**src/rtl/cond_logic.sv**
```systemverilog
// Conditional-execution stage: holds NZCV, latches the Cond verdict in the Decode cycle
// and gates the decoder's raw write enables with that verdict.
module cond_logic #(
  parameter logic [3:0] FLAG_RESET   = 4'b0000,
  parameter bit         COND_NV_EXEC = 1'b0
) (
  input  logic       clk,
  input  logic       Reset,
  input  logic [3:0] Cond,
  input  logic [3:0] ALUFlags,
  input  logic [1:0] FlagW,
  input  logic       PCS,
  input  logic       RegW,
  input  logic       MemW,
  input  logic       NextPC,
  input  logic       IRWrite,
  input  logic       NoWrite,
  output logic       PCWrite,
  output logic       RegWrite,
  output logic       MemWrite,
  output logic [3:0] Flags,
  output logic       CondExReg
);

  logic [3:0] flags_q, flags_d;
  logic       cond_ex_q, cond_ex_d;
  logic       dec_cyc_q;
  logic       cond_ex;

  logic n_flag, z_flag, c_flag, v_flag;
  assign {n_flag, z_flag, c_flag, v_flag} = flags_q;

  // Evaluated from the flag register only, never from the live ALU flags.
  always_comb begin
    cond_ex = 1'b0;
    case (Cond)
      4'b0000: cond_ex = z_flag;
      4'b0001: cond_ex = ~z_flag;
      4'b0010: cond_ex = c_flag;
      4'b0011: cond_ex = ~c_flag;
      4'b0100: cond_ex = n_flag;
      4'b0101: cond_ex = ~n_flag;
      4'b0110: cond_ex = v_flag;
      4'b0111: cond_ex = ~v_flag;
      4'b1000: cond_ex = c_flag & ~z_flag;
      4'b1001: cond_ex = ~c_flag | z_flag;
      4'b1010: cond_ex = (n_flag == v_flag);
      4'b1011: cond_ex = (n_flag != v_flag);
      4'b1100: cond_ex = ~z_flag & (n_flag == v_flag);
      4'b1101: cond_ex = z_flag | (n_flag != v_flag);
      4'b1110: cond_ex = 1'b1;
      default: cond_ex = COND_NV_EXEC;
    endcase
  end

  // Flag writes are qualified by the verdict already held, not the one being captured.
  always_comb begin
    cond_ex_d = cond_ex_q;
    flags_d   = flags_q;
    if (dec_cyc_q) begin
      cond_ex_d = cond_ex;
    end
    if (FlagW[1] && cond_ex_q) begin
      flags_d[3:2] = ALUFlags[3:2];
    end
    if (FlagW[0] && cond_ex_q) begin
      flags_d[1:0] = ALUFlags[1:0];
    end
  end

  always_ff @(posedge clk) begin
    if (Reset) begin
      flags_q   <= FLAG_RESET;
      cond_ex_q <= 1'b0;
      dec_cyc_q <= 1'b0;
    end else begin
      flags_q   <= flags_d;
      cond_ex_q <= cond_ex_d;
      dec_cyc_q <= IRWrite;
    end
  end

  always_comb begin
    PCWrite   = NextPC | (PCS & cond_ex_q);
    RegWrite  = RegW & cond_ex_q & ~NoWrite;
    MemWrite  = MemW & cond_ex_q;
    Flags     = flags_q;
    CondExReg = cond_ex_q;
  end

endmodule

```
**config.mk**
```make
export PLATFORM = sky130hd
export DESIGN_NAME = cond_logic
export DESIGN_NICKNAME = d
export VERILOG_FILES = /design/src/rtl/cond_logic.sv
export SDC_FILE = /design/constraint.sdc
export NUM_CORES = 1
export LEC_CHECK = 0
export CAP_MARGIN = 30
export CORE_AREA = 2 2 39 41
export CTS_CLUSTER_SIZE = 28
export DETAILED_ROUTE_END_ITERATION = 16
export DIE_AREA = 0 0 41 43
export PLACE_DENSITY = 0.74
export SLEW_MARGIN = 20
export SYNTH_ARGS = -nofsm -noshare
export SYNTH_HDL_FRONTEND = slang
export SYNTH_SLANG_ARGS = --single-unit
export TNS_END_PERCENT = 30
```
**constraint.sdc**
```tcl
create_clock -name clk -period 3.8 [get_ports clk]
set_input_delay 0.95 -clock clk [delete_from_list [all_inputs] [get_ports clk]]
set_output_delay 0.95 -clock clk [all_outputs]
set_load 0.02 [all_outputs]
```
==> impl_results.md <==
* RSZ-0062 raised after global routing: no
* Clk pwr share at 0.333
* Post-synthesis cell type count at 33
* Post-synthesis sequential area ratio at 0.2602
* Die area at 1763 µm²
* Class of the worst hold path: reg2reg
* Root Driver: clkbuf_4
* CP startpoint kind: input pin
* Num CTS Buffers at 3
* Worst-case vdd ir drop at 0.0001265 V
* Switching portion of total power at 0.2442
* Worst slew pin tran at 0.3988 ns
* CTS Buffer Depth at 2
* Synth top area share at 0.2602
* CP arrival at 2.16 ns
* Post-cts sizing count at 0
* Utilization after layout at 0.5253
* Leakage at 0.2628 nW
* Vias in the first global route at 518
* Setup TNS at 0 ns
* Total chip power at 0.1698 mW
* Routed Antenna Nets at 0
* Mapped Area at 461.7 µm²
* Max-slew violations at 0
* Share of layout cells above drive strength 1 at 0.05747
* Fin crit period at 3.114 ns
* Critical path's top delay family: buffers and inverters
* Final instance count without filler cells at 103
* Synth Instances at 63
* Fin worst setup slack at 0.6865 ns
* Place WS at 0.6683 ns
* Die Span Y at 43 µm
* Die X at 41 µm
* Clock sink count at 6
* Hold_ws at 0.5233 ns
* Routed len/inst at 10.97 µm
* Max Clk Rate at 0.3212 GHz
* GRT Total Usage at 0.1606
* Worst-Skew Late Latency at 0.24 ns
* Cell area after layout at 726.9 µm²
* # diodes at 0
* Post-synth EDFFs at 0
* Area Overhead vs Synth at 57.45%
* I/O pin cnt at 26
* Asr flop ratio synth at 0
* Worst EP required at 2.85 ns
* Final HPWL DP at 894.2 µm
* Int Pwr at 0.1284 mW
* Status: finished clean
* Final hold vios at 0
* Drt drc at 0
* NetSw at 0.04146 mW
* Critical Path Fanout Max at 1
* Total Nets Final at 107
* Post-CTS setup buffer count at 0
* H-tree Lvls at 1
* Critical path buffers and inverters at 2
* Crit. End Element: output pin
* Max Cap Viol at 0
* Post-route clock period utilization at 0.8194
* RD Place Congestion at 0.7054
* FF+latch count, synth at 6
* Comb pwr share at 0.266
* Syn nets at 81
* Max incr delay on CP at 0.61 ns
* Area of the multi-input gates at 302.8 µm²
* Power Density at 233.6 nW/µm²
* Global-route wire length before repair at 1987 µm
* Crit-path slowest cell: clkdlybuf4s50_1
* Synth Area per Inst at 7.328 µm²
* CTS tree: built
* Vias/cell at 5.233
* Critical-path cell list: clkdlybuf4s50_1 > nand2_1 > nor2_1 > clkdlybuf4s50_1
* Clk_skew at 0.001184 ns
* Syn. warnings at 0
* Ranking of synthesized cells by area: dfxtp_1, nand2_1, nor2_1
* WS Path Type: in2out
* Largest area contributor in the netlist: dfxtp_1
* FF+latch area at 120.1 µm²
* Commonest non-fill, non-tap cell in the layout: clkdlybuf4s50_1
* Commonest non-fill, non-tap cells in the layout: clkdlybuf4s50_1, nand2_1, nor2_1
* CTS Hold Bufs at 0
* Max-Slew Margin vs Limit at 0.7333
* GRT overflow at 0
* Final setup vio count at 0
* Predominant post-synthesis flop cell: dfxtp_1
* Core Area at 1384 µm²
* # rows at 14
* Initial cell density of the core at 0.3336
* Largest net degree at the start of global routing at 13
* WL final at 1130 µm
* Total number of vias at 539
* Drt first pass iters at 4
* Filler cells at 136
* Clk pin slew, worst setup/hold paths at 0.04 ns
* Initial drt markers at 16
* Port Buffers at 25
* Most frequent CP cell: clkdlybuf4s50_1
* Antenna violations before repair at 0
* DP Area at 704.4 µm²
* Flop pwr share at 0.401
* Inst Count DP at 100
path summary, 6_finish.rpt:
path / to / slack [ns] / cells after the start / from
max: RegWrite / 0.69 / 4 / RegW
min: Flags[1] / 0.52 / 2 / Flags[1]
max reg2reg: CondExReg / 2.37 / 4 / Flags[3]
min reg2reg: Flags[1] / 0.52 / 2 / Flags[1]
cell families (layout without fill, tap and decap cells):
kind of cell	count (synthesis)	in the layout	share of synthesized area
compound gates	13	13	0.1816
xor+xnor	3	3	0.05692
buf+inv	7	31	0.08400
flops	6	6	0.2602
mux	1	1	0.02168
simple gates	33	33	0.3957
routing by layer:
layer,part of all wire,vias up,track usage
li1,-,275,-
met1,0.45,245,0.2090
met2,0.49,17,0.2406
met3,0.055,2,0.03141
met4,0.0080,0,0.08000
met5,0,-,0
cells in the mapped netlist (all sizes together), types with 2 or more instances:
cell	count
nand2	8
nor2	7
dfxtp	6
a21oi	5
nand3	5
buf	3
inv	3
and2	2
o21ai	2
xor2	2
power by group through the flow:
stage,sequential (mW),combinational (mW),clock [mW]
after floorplan,0.0693,0.0206,0
after global placement,0.0692,0.0445,0
after detailed placement,0.0693,0.0452,0
after CTS,0.0682,0.0455,0.0577
after global routing,0.0683,0.0494,0.0665
final,0.0681,0.0451,0.0566
flip-flops by register name (all words and copies together) (netlist names):
register,count
dec_cyc_q,1
Flags,4
CondExReg,1
worst reg2reg max path, cell delays in order (launching register included):
cell     delay, ns
dfxtp_1       0.46
mux2i_1       0.14
or4_1         0.41
and4_4        0.19
a31oi_1       0.16
cell type report:
class,instances,share of cell area
Inverter,3,0.01549
Tap cell,16,0.02754
Clock buffer,3,0.03098
Multi-Input combinational cell,50,0.4165
Sequential cell,6,0.1652
Timing Repair Buffer,25,0.3442
Note: power is estimated with default switching activity, not from simulation.
